File: src/rtl/imem_arbiter_pkg.sv
// Shared types for the instruction-memory arbiter: FSM/owner enums and port bundles.
package imem_arbiter_pkg;

  localparam int unsigned BUS_AW = 32;

  typedef enum logic {
    BOOT,
    RUN
  } state_e;

  typedef enum logic {
    OWN_FETCH,
    OWN_LOAD
  } owner_e;

  typedef struct packed {
    logic              req;
    logic [BUS_AW-1:0] addr;
  } fetch_req_t;

  typedef struct packed {
    logic              req;
    logic              we;
    logic [BUS_AW-1:0] addr;
    logic              done;
    logic              reboot;
  } load_req_t;

  // Data words stay outside the bundles so DATA_WIDTH remains a module parameter.
  typedef struct packed {
    logic gnt;
    logic rvalid;
  } port_rsp_t;

endpackage

File: src/rtl/imem_arb_starve_cnt.sv
// Loader starvation counter: counts denied loader cycles in RUN and forces a loader
// grant once the count reaches STARVE_LIMIT.
module imem_arb_starve_cnt #(
  parameter int unsigned STARVE_LIMIT = 4
) (
  input  logic clk,
  input  logic arst_n,
  input  logic run,
  input  logic l_req,
  input  logic l_gnt,
  output logic force_load
);

  localparam int unsigned CW = (STARVE_LIMIT < 1) ? 1 : $clog2(STARVE_LIMIT + 1);
  localparam logic [CW-1:0] LIMIT = CW'(STARVE_LIMIT);

  logic [CW-1:0] cnt_q, cnt_d;

  assign force_load = run && (cnt_q == LIMIT);

  always_comb begin
    cnt_d = cnt_q;
    if (l_gnt) begin
      cnt_d = '0;
    end else if (run && l_req && (cnt_q != LIMIT)) begin
      cnt_d = cnt_q + 1'b1;
    end
  end

  always_ff @(posedge clk or negedge arst_n) begin
    if (!arst_n) begin
      cnt_q <= '0;
    end else begin
      cnt_q <= cnt_d;
    end
  end

endmodule

File: src/rtl/imem_arbiter.sv
// Instruction-memory arbiter between core fetch and boot loader, gated by a BOOT/RUN FSM.
// Define IMEM_ARB_STARVE_EN to bound loader starvation under fetch priority.
module imem_arbiter
  import imem_arbiter_pkg::*;
#(
  parameter int unsigned DATA_WIDTH    = 32,
  parameter int unsigned IMEM_SZ_IN_KB = 1,
  parameter int unsigned STARVE_LIMIT  = 4,
  localparam int unsigned AW           = $clog2(IMEM_SZ_IN_KB * 256)
) (
  input  logic                  clk,
  input  logic                  arst_n,
  // fetch side
  input  logic                  f_req,
  input  logic [31:0]           f_addr,
  output logic                  f_gnt,
  output logic                  f_rvalid,
  output logic [DATA_WIDTH-1:0] f_rdata,
  // loader side
  input  logic                  l_req,
  input  logic                  l_we,
  input  logic [31:0]           l_addr,
  input  logic [DATA_WIDTH-1:0] l_wdata,
  output logic                  l_gnt,
  output logic                  l_rvalid,
  output logic [DATA_WIDTH-1:0] l_rdata,
  input  logic                  l_done,
  input  logic                  l_reboot,
  // memory side
  output logic                  mem_en,
  output logic                  mem_we,
  output logic [AW-1:0]         mem_addr,
  output logic [DATA_WIDTH-1:0] mem_wdata,
  input  logic [DATA_WIDTH-1:0] mem_rdata,
  output logic                  core_run
);

  fetch_req_t f_in;
  load_req_t  l_in;
  port_rsp_t  f_rsp, l_rsp;

  state_e state_q, state_d;
  owner_e owner_q, owner_d;
  logic   rd_pend_q, rd_pend_d;
  logic   force_load;

  assign f_in = '{req: f_req, addr: f_addr};
  assign l_in = '{req: l_req, we: l_we, addr: l_addr, done: l_done, reboot: l_reboot};

`ifdef IMEM_ARB_STARVE_EN
  imem_arb_starve_cnt #(
    .STARVE_LIMIT(STARVE_LIMIT)
  ) u_starve_cnt (
    .clk       (clk),
    .arst_n    (arst_n),
    .run       (state_q == RUN),
    .l_req     (l_in.req),
    .l_gnt     (l_rsp.gnt),
    .force_load(force_load)
  );
`else
  assign force_load = 1'b0;
`endif

  // Grants are gated by arst_n so nothing reaches memory while reset is held.
  always_comb begin
    state_d   = state_q;
    f_rsp.gnt = 1'b0;
    l_rsp.gnt = 1'b0;
    core_run  = 1'b0;
    if (arst_n) begin
      unique case (state_q)
        BOOT: begin
          l_rsp.gnt = l_in.req;
          if (l_in.done) state_d = RUN;
        end
        RUN: begin
          core_run  = 1'b1;
          l_rsp.gnt = l_in.req & (force_load | ~f_in.req);
          f_rsp.gnt = f_in.req & ~(force_load & l_in.req);
          if (l_in.reboot) state_d = BOOT;
        end
        default: state_d = BOOT;
      endcase
    end
  end

  always_comb begin
    owner_d   = owner_q;
    rd_pend_d = 1'b0;
    if (f_rsp.gnt) begin
      owner_d   = OWN_FETCH;
      rd_pend_d = 1'b1;
    end else if (l_rsp.gnt && !l_in.we) begin
      owner_d   = OWN_LOAD;
      rd_pend_d = 1'b1;
    end
  end

  always_ff @(posedge clk or negedge arst_n) begin
    if (!arst_n) begin
      state_q   <= BOOT;
      owner_q   <= OWN_FETCH;
      rd_pend_q <= 1'b0;
    end else begin
      state_q   <= state_d;
      owner_q   <= owner_d;
      rd_pend_q <= rd_pend_d;
    end
  end

  assign f_rsp.rvalid = rd_pend_q && (owner_q == OWN_FETCH);
  assign l_rsp.rvalid = rd_pend_q && (owner_q == OWN_LOAD);

  assign f_gnt    = f_rsp.gnt;
  assign l_gnt    = l_rsp.gnt;
  assign f_rvalid = f_rsp.rvalid;
  assign l_rvalid = l_rsp.rvalid;
  assign f_rdata  = f_rsp.rvalid ? mem_rdata : '0;
  assign l_rdata  = l_rsp.rvalid ? mem_rdata : '0;

  assign mem_en    = f_rsp.gnt | l_rsp.gnt;
  assign mem_we    = l_rsp.gnt & l_in.we;
  assign mem_addr  = l_rsp.gnt ? l_in.addr[AW+1:2] : f_in.addr[AW+1:2];
  assign mem_wdata = l_wdata;

  // Byte-offset and above-depth address bits are dropped by design (word-aligned wrap).
  logic unused_addr_bits;
  assign unused_addr_bits = ^{f_in.addr[31:AW+2], f_in.addr[1:0],
                              l_in.addr[31:AW+2], l_in.addr[1:0]};

endmodule
File: config.mk
export PLATFORM = sky130hd
export DESIGN_NAME = imem_arbiter
export DESIGN_NICKNAME = d
export VERILOG_FILES = /design/src/rtl/imem_arbiter_pkg.sv /design/src/rtl/imem_arb_starve_cnt.sv /design/src/rtl/imem_arbiter.sv
export SDC_FILE = /design/constraint.sdc
export NUM_CORES = 1
export LEC_CHECK = 0
export CAP_MARGIN = 40
export CORE_AREA = 2 2 95 97
export CTS_CLUSTER_SIZE = 30
export DETAILED_ROUTE_END_ITERATION = 7
export DIE_AREA = 0 0 97 99
export GPL_TIMING_DRIVEN = 0
export SLEW_MARGIN = 10
export SYNTH_ARGS = -nofsm -noshare
export SYNTH_HDL_FRONTEND = slang
export SYNTH_SLANG_ARGS = --single-unit
File: constraint.sdc
create_clock -name clk -period 1.8 [get_ports clk]
set_clock_uncertainty 0.15 [all_clocks]
set_input_delay 0.27 -clock clk [delete_from_list [all_inputs] [get_ports clk]]
set_output_delay 0.27 -clock clk [all_outputs]
set_load 0.05 [all_outputs]
After elaboration in Yosys (flattened, before gate mapping)
Index checks and enable logic that the tools add are counted.

word-level totals
  register bits = 3
  latch bits = 0
  RAM bits = 0
  ROM bits = 0
  input port bits = 135
  output and inout port bits = 111
  logic and storage cells = 30
  memories = 0

cells by class
  add/subtract/negate cells = 0
  multiply operators = 0
  divide/modulo/power cells = 0
  $lt $le $gt $ge = 0
  eq/ne operators = 0
  shift-type cells = 0
  muxes and demuxes = 16
  bitwise logic cells = 6
  reductions and logical operators = 5

operator list
  kind                                number
  2-to-1 mux 32 bit                   2
  2-to-1 mux 1 bit                    11
  2-to-1 mux 8 bit                    1
  one-hot mux 1 bit (2 select lines)  2
  logical AND 1 bit                   3
  inverter 1 bit                      3
  AND 1 bit                           2
  nonzero test 2 bit                  1
  zero test 1 bit                     1
  OR 1 bit                            1

Longest topological paths before layout
Gate-level depths: netlist of the first run.

  depth after elaboration = 7
  gate-level depth with buffers = 3
  mapped depth without buffers = 3

Worst setup path before layout of the first run
Ideal clock, no wire load.

  kind = flip-flop to output port
  start = reg owner_q
  end = out f_rdata[22]
  arrival time = 1,450 ps
  required time = 1,380 ps
  slack = -70 ps
  stages on the path, launching flop included = 4
  buffers on the path = 1
  cell sequence = dfrtp_1 and2b_1 buf_2 and2_1

between the ends
  word-level cells in the longest chain between the ends = 3

RTL lines
  item                      line                 RTL
  start: declaration        imem_arbiter.sv:43   owner_e owner_q, owner_d;
  start signal: assignment  imem_arbiter.sv:107  owner_q <= owner_d;
  inverter 1 bit            imem_arbiter.sv:112  assign f_rsp.rvalid = rd_pend_q && (owner_q == OWN_FETCH);
  logical AND 1 bit         imem_arbiter.sv:112
  net f_rvalid              imem_arbiter.sv:17   output logic f_rvalid,
  2-to-1 mux 32 bit         imem_arbiter.sv:119  assign f_rdata = f_rsp.rvalid ? mem_rdata : '0;
  end: declaration          imem_arbiter.sv:18   output logic [DATA_WIDTH-1:0] f_rdata,

The timed path passes the listed nets, and every way through them passes these cells.

Worst setup path after layout of the first run
  start = reg state_q
  end = out mem_addr[3]

between the ends
  word-level cells in the longest chain between the ends = 4

RTL lines
  item                                    line                 RTL
  start: declaration                      imem_arbiter.sv:42   state_e state_q, state_d;
  start signal: assignment                imem_arbiter.sv:106  state_q <= state_d;
  inverter 1 bit                          --
  one-hot mux 1 bit (2 select lines) (*)  imem_arbiter.sv:72   unique case (state_q)
  2-to-1 mux 1 bit (*)                    imem_arbiter.sv:71   if (arst_n) begin
  2-to-1 mux 8 bit (*)                    imem_arbiter.sv:124  assign mem_addr = l_rsp.gnt ? l_in.addr[AW+1:2] : f_in.addr[AW+1:2];
  end: declaration                        imem_arbiter.sv:32   output logic [AW-1:0] mem_addr,

Mark *: on every way between the ends. The rest lies on a longest branch, timed or not.

==> summary.txt, run 1 <==
CTS
  – Clock tree from TritonCTS: done
  – H-tree level count: 1
  – Clock Tree Root: sky130_fd_sc_hd__clkbuf_8
  – Cts bufs inserted: 3
  – CTS Buffer Depth: 2
  – Clock input transition at the sequential cells of the worst setup and hold paths: 0.03 ns
  – Clk_lat worst skew: 0.21 ns
  – Clock sink total: 3

Power
  – Total power: 1.63 mW
  – Static Leak: 1.53 nW
  – Highest ir drop seen on vdd: 0.254 mV
  – Pwr Density: 532 nW/um^2

Yosys
  – Async S/R FF share, synth: 100%
  – Post-synthesis sequential element count: 3
  – Synth Cell Area: 948 um^2
  – Leading cell type by number of instances after synthesis: sky130_fd_sc_hd__and2_1
  – Area fraction of the dominant cell type after synthesis: 25.3%
  – Number of cells produced by synthesis: 132
  – Count of flip-flops with a built-in enable after synthesis: 0
  – Avg Inst Size Synth: 7.18 um^2
  – Number of distinct library cells after synthesis: 18
  – Main area contributors after synthesis: sky130_fd_sc_hd__buf_4, sky130_fd_sc_hd__and2_1, sky130_fd_sc_hd__and3_1
  – Synthesized net count: 267
  – Dominant synthesized flop cell: sky130_fd_sc_hd__dfrtp_1
  – Sequential fraction of the synthesis area: 7.92%
  – Yosys warnings: 0
  – Cell type contributing the most total cell area after synthesis: sky130_fd_sc_hd__buf_4
  – Most instantiated cells after synthesis: sky130_fd_sc_hd__and2_1, sky130_fd_sc_hd__and3_1, sky130_fd_sc_hd__buf_4

Setup path
  – Type of the setup path with the least slack: flop to primary output
  – Kind of end point of the critical path: primary output
  – Timing startpoint of the critical path: state_q
  – Required time at the endpoint of the critical path: 1.38 ns
  – Reg-to-reg critical path startpoint: state_q
  – Cell with the largest stage delay on the worst path: sky130_fd_sc_hd__dfrtp_2
  – Maximum fanout along the worst path: 10
  – Cell-by-cell trace of the critical path: a21oi_4, buf_12, mux2_2, buf_6
  – Worst reg2reg path depth: 3
  – CP Launch Type: flop
  – Worst flop-to-flop path endpoint: owner_q
  – Max incr delay on CP: 0.43 ns
  – R2r setup slk: 0.70 ns
  – WP data arrival: 1.44 ns

Drt
  – Overall routed net length: 5350 um
  – Average vias per placed instance: 3.81
  – Average wire length per cell after detail routing: 12.7 um
  – Vias after detailed routing: 1601
  – Number of violations reported at the end of detailed-routing iteration 0: 4
  – DRC viols: 0
  – First-pass iteration count of the detailed router: 3
  – DRT antenna net count: 0

STA
  – Final Hold Fails: 0
  – Setup slack of the critical path after layout: -0.0625 ns
  – Maximum operating frequency: 537 MHz
  – Setup repair after global routing missed its margin: true
  – Worst max-slew margin expressed relative to the limit: 66.6%
  – Shortest period the worst path allows: 1.86 ns
  – Final Setup Violations: 33
  – Worst hold slack: 0.290 ns
  – Pins Over Slew Limit: 0
  – Final clock period utilization by the worst path: 103%
  – Slew @ Worst Pin: 0.499 ns
  – Setup TNS: -1.78 ns

Min path
  – Instance count along the most critical hold path: 2
  – Worst hold path class: input port to flop
  – Origin of the worst min-delay path: arst_n
  – Worst hold endpoint: state_q

Placed design
  – Placed instance area: 2750 um^2
  – Detailed placement HPWL: 4280 um
  – Placed insts: 405
  – Worst slack, placed: -1.12 ns
  – Gp weighted congestion: 0.810
  – I/O Buffers: 165

Status
  – Failing checks: negative setup slack
  – Run status: finished, violations left

Global route
  – Largest net degree at the start of global routing: 11
  – Overall fraction of global-route tracks in use: 10.3%
  – Number of global-route vias before repair: 1596
  – Wire length of the first global-routing pass: 8150 um
  – Initial antenna violation count: 0
  – Aggregate global routing overflow: 0

Floorplan
  – Area of the core: 8550 um^2
  – Die Outline Area: 9600 um^2
  – Total number of placement rows: 34
  – IO Count: 246
  – Die width: 97 um
  – Effective utilization at floorplan: 11.1%
  – Y dimension of the die: 99 um

Finish
  – Area overhead of the layout relative to synthesis: 223%
  – Filler instances: 895
  – Antenna cells: 0
  – Fraction of final layout cells with drive strength greater than 1: 57.1%
  – Post-route design area: 3070 um^2
  – NumNets Final: 448
  – Non-Filler Instances: 420
  – Post-layout util: 35.9%

Run
  – Number of max-cap violations: 0
-- cell type report --
cell class                      instances  area [um^2]  area share, %
Tap cell                              108          135           4.40
Buffer                                 41          312           10.2
Sequential cell                         3         78.8           2.57
Clock buffer                            4         45.0           1.47
Multi-Input combinational cell         89          687           22.4
Timing Repair Buffer                  175         1810           59.0
-- report_power, final --
group | switching, mW | leakage, nW | internal, mW
Combinational | 0.758 | 1.47 | 0.573
Clock | 0.0453 | 0.0228 | 0.151
Sequential | 0.0220 | 0.0329 | 0.0816
-- flip-flops by register name, summed over array words and instances, names as in the netlist --
| name | count |
|---|---|
| rd_pend_q | 1 |
| state_q | 1 |
| owner_q | 1 |
-- worst max-delay path: cells and delay by family, from the launching register on --
family	cells	cell delay (ns)
buffers and inverters	2	0.29
AOI/OAI and AO/OA	1	0.15
DFF	1	0.43
muxes	1	0.34
-- routing by layer --
metal | vias to the layer above | GRT usage (%) | part of all wire [%]
met5 | - | 0 | 0
met3 | 2 | 3.55 | 12
met2 | 112 | 19.8 | 54
met4 | 0 | 1.30 | 0.11
li1 | 772 | - | -
met1 | 715 | 11.1 | 35
-- worst max path at each step --
stage	endpoint	slack, ns	cells past startpoint
after floorplan	mem_addr[0]	-0.06	2
after global placement	mem_addr[1]	-1.10	5
after detailed placement	mem_addr[1]	-1.12	5
after CTS	f_rdata[29]	-0.10	4
after global routing	f_rdata[23]	-0.13	4
final	mem_addr[3]	-0.06	4
-- logic make-up after synthesis --
kind of cell / after synthesis / share of synthesized area [%]
AO/OA/AOI/OAI: 6 / 5.15
flip-flops: 3 / 7.92
AND/OR/NAND/NOR: 74 / 48.4
multiplexers: 8 / 9.50
buffers and inverters: 41 / 29.0
-- cell usage in the layout (no fill, tap or decap), types with 3 or more instances in the layout --
cell,netlist,layout
sky130_fd_sc_hd__and2_1,35,5
sky130_fd_sc_hd__buf_6,0,10
sky130_fd_sc_hd__buf_4,32,37
sky130_fd_sc_hd__and2_4,0,29
sky130_fd_sc_hd__clkdlybuf4s50_1,0,83
sky130_fd_sc_hd__buf_8,0,34
sky130_fd_sc_hd__buf_2,1,14
sky130_fd_sc_hd__clkbuf_4,0,24
sky130_fd_sc_hd__mux2_2,8,7
sky130_fd_sc_hd__dfrtp_2,0,3
sky130_fd_sc_hd__and3_1,33,33
sky130_fd_sc_hd__clkbuf_2,0,3
sky130_fd_sc_hd__clkbuf_8,0,3
sky130_fd_sc_hd__clkdlybuf4s15_2,0,6
-- timing repair --
item	in CTS	in global routing
setup endpoints to repair	79	70
pin swaps	19	6
gates cloned	4	0
resized for setup	525	56
setup buffers	5	1
endpoints found under the hold margin	3	0
hold buffers	1	0
(Power assumes the default switching activity.)
==> inputs of run 2 (changes only) <==
Settings changed: RECOVER_POWER set to 25.
==> summary.txt, run 2 (synthesized netlist as in run 1, its figures left out) <==
Finish
  – Sequential cell area: 78.8 um^2 (unchanged)
  – Antenna cells: 0 (unchanged)
  – Most common library cell in the layout ignoring fill and taps: sky130_fd_sc_hd__clkdlybuf4s50_1
  – Largest registers: owner_q: 1 flops, rd_pend_q: 1 flops, state_q: 1 flops
  – Most frequent cells in the layout: sky130_fd_sc_hd__clkdlybuf4s50_1, sky130_fd_sc_hd__buf_4, sky130_fd_sc_hd__buf_8
  – NumNets Final: 448 (unchanged)
  – Multi-input gate area: 687 um^2 (unchanged)
  – Area overhead of the layout relative to synthesis: 223%
  – Fraction of final layout cells with drive strength greater than 1: 56.7% (-0.32 points)
  – Filler instances: 897 (+0.22%)

STA
  – Maximum operating frequency: 537 MHz (about the same)
  – Setup slack of the critical path after layout: -0.0625 ns (-0.00000330 ns)
  – Final Hold Fails: 0 (unchanged)
  – Slew @ Worst Pin: 0.500 ns (+0.000535 ns)
  – Final clock period utilization by the worst path: 103% (about the same)
  – Shortest period the worst path allows: 1.86 ns (+0.00000330 ns)
  – Setup TNS: -1.78 ns (+0.000150 ns)
  – Final Setup Violations: 33 (unchanged)
  – Worst max-slew margin expressed relative to the limit: 66.6% (about the same)
  – Pins Over Slew Limit: 0 (unchanged)
  – Worst hold slack: 0.266 ns (-0.0244 ns)
  – Setup repair after global routing missed its margin: true

Power
  – Static Leak: 1.53 nW (about the same)
  – Pwr Density: 530 nW/um^2 (-0.22%)
  – Sequential share of power: 6.4% (about the same)
  – Internal power summed over all cells: 0.799 mW (-0.79%)
  – Relative contribution of the clock network to total power: 12.1% (about the same)
  – Switching component of the power: 0.825 mW (about the same)
  – Highest ir drop seen on vdd: 0.254 mV (about the same)
  – Combinational fraction of design power: 81.5% (about the same)
  – Net Sw Frac: 50.8% (+0.18 points)

Drt
  – Average vias per placed instance: 3.81 (about the same)
  – Number of violations reported at the end of detailed-routing iteration 0: 4 (unchanged)
  – Average wire length per cell after detail routing: 12.7 um (unchanged)
  – DRC viols: 0 (unchanged)
  – Vias after detailed routing: 1600 (-0.062%)
  – DRT antenna net count: 0 (unchanged)
  – Overall routed net length: 5350 um (unchanged)
  – First-pass iteration count of the detailed router: 3 (unchanged)

Floorplan
  – Die Outline Area: 9600 um^2 (unchanged)
  – Effective utilization at floorplan: 11.1% (unchanged)
  – Total number of placement rows: 34 (unchanged)
  – Y dimension of the die: 99 um (unchanged)
  – Die width: 97 um (unchanged)
  – Area of the core: 8550 um^2 (unchanged)
  – IO Count: 246 (unchanged)

Placed design
  – I/O Buffers: 165 (unchanged)
  – Gp weighted congestion: 0.810 (unchanged)
  – Detailed placement HPWL: 4280 um (unchanged)

Global route
  – Initial antenna violation count: 0 (unchanged)
  – Number of global-route vias before repair: 1596 (unchanged)
  – Aggregate global routing overflow: 0 (unchanged)
  – Overall fraction of global-route tracks in use: 10.3% (unchanged)
  – Wire length of the first global-routing pass: 8150 um (unchanged)
  – Largest net degree at the start of global routing: 11 (unchanged)

CTS
  – Cts bufs inserted: 3 (unchanged)
  – Clock input transition at the sequential cells of the worst setup and hold paths: 0.03 ns (about the same)
  – Clock tree from TritonCTS: done
  – CTS Buffer Depth: 2 (unchanged)
  – Clk_lat worst skew: 0.21 ns (about the same)
  – H-tree level count: 1 (unchanged)
  – Clock Tree Root: sky130_fd_sc_hd__clkbuf_8
  – Clock sink total: 3 (unchanged)

Setup path
  – Kind of end point of the critical path: primary output
  – Type of the setup path with the least slack: flop to primary output
  – WP data arrival: 1.44 ns (about the same)
  – Required time at the endpoint of the critical path: 1.38 ns (about the same)
  – CP Launch Type: flop
  – Maximum fanout along the worst path: 10 (unchanged)
  – R2r setup slk: 0.70 ns (about the same)

Status
  – Failing checks: negative setup slack
  – Run status: finished, violations left

Min path
  – Worst hold path class: input port to flop

Run
  – Number of max-cap violations: 0 (unchanged)
run 2: changes by cell type in the layout (fill, tap and decap cells not counted):
cell | previous run | this run
sky130_fd_sc_hd__clkbuf_1 | 1 | 2
sky130_fd_sc_hd__clkdlybuf4s50_1 | 83 | 71
sky130_fd_sc_hd__clkdlybuf4s18_2 | 1 | 0
sky130_fd_sc_hd__dlygate4sd3_1 | 1 | 13
run 2: area by class of cell:
type | count | area share (%)
sequential | 3 | 2.57
timing repair buffer | 175 | 58.9
multi-input combinational | 89 | 22.4
clock buffer | 4 | 1.47
tap | 108 | 4.41
buffer | 41 | 10.2
run 2: layer usage:
| metal | vias to the layer above | part of all wire [%] | track usage (%) |
|---|---|---|---|
| met1 | 714 | 35 | 11.1 |
| met4 | 0 | 0.11 | 1.30 |
| met2 | 112 | 54 | 19.8 |
| met3 | 2 | 12 | 3.55 |
| li1 | 772 | - | - |
| met5 | - | 0 | 0 |
run 2: what timing repair did:
| action | in CTS | in global routing |
|---|---|---|
| gates resized for setup | 525 | 56 |
| hold buffers | 1 | 0 |
| hold endpoints to repair | 3 | 0 |
| pin swaps | 19 | 6 |
| setup buffers | 5 | 1 |
| cloned | 4 | 0 |
| endpoints found under the setup margin | 79 | 70 |
run 2: path summary, 6_finish.rpt:
path	from	endpoint	cells past startpoint
worst max-delay path	state_q	mem_addr[3]	4
worst min-delay path	arst_n	rd_pend_q	2
worst max register to register	state_q	owner_q	3
worst min register to register	state_q	rd_pend_q	2
max in group asynchronous	arst_n	rd_pend_q	2
min in group asynchronous	arst_n	state_q	2
run 2: worst max-delay path: stages (launching register included):
cell and delay (ns):
sky130_fd_sc_hd__dfrtp_2 0.43, sky130_fd_sc_hd__a21oi_4 0.15, sky130_fd_sc_hd__buf_12 0.14, sky130_fd_sc_hd__mux2_2 0.34, sky130_fd_sc_hd__buf_6 0.15
run 2: power groups by stage:
| stage | combinational [mW] | sequential [mW] | clock, mW |
|---|---|---|---|
| floorplan | 0.735 | 0.0950 | 0 |
| global placement | 1.17 | 0.107 | 0 |
| detailed placement | 1.18 | 0.108 | 0 |
| CTS | 1.29 | 0.106 | 0.203 |
| global route | 1.39 | 0.109 | 0.209 |
| finish | 1.32 | 0.104 | 0.196 |
run 2: stage by stage:
stage / util [%] / worst slack [ns] / power, mW / instance area (um^2) / instances
finish: 35.8 / -0.0625 / 1.62 / 3060 / 420
global route: 35.8 / -0.131 / 1.71 / 3060 / 420
floorplan: - / -0.0560 / 0.830 / 961 / 132
global placement: 32.1 / -1.10 / 1.28 / 2750 / 405
detailed placement: 32.1 / -1.12 / 1.29 / 2750 / 405
CTS: 34.3 / -0.101 / 1.60 / 2940 / 419
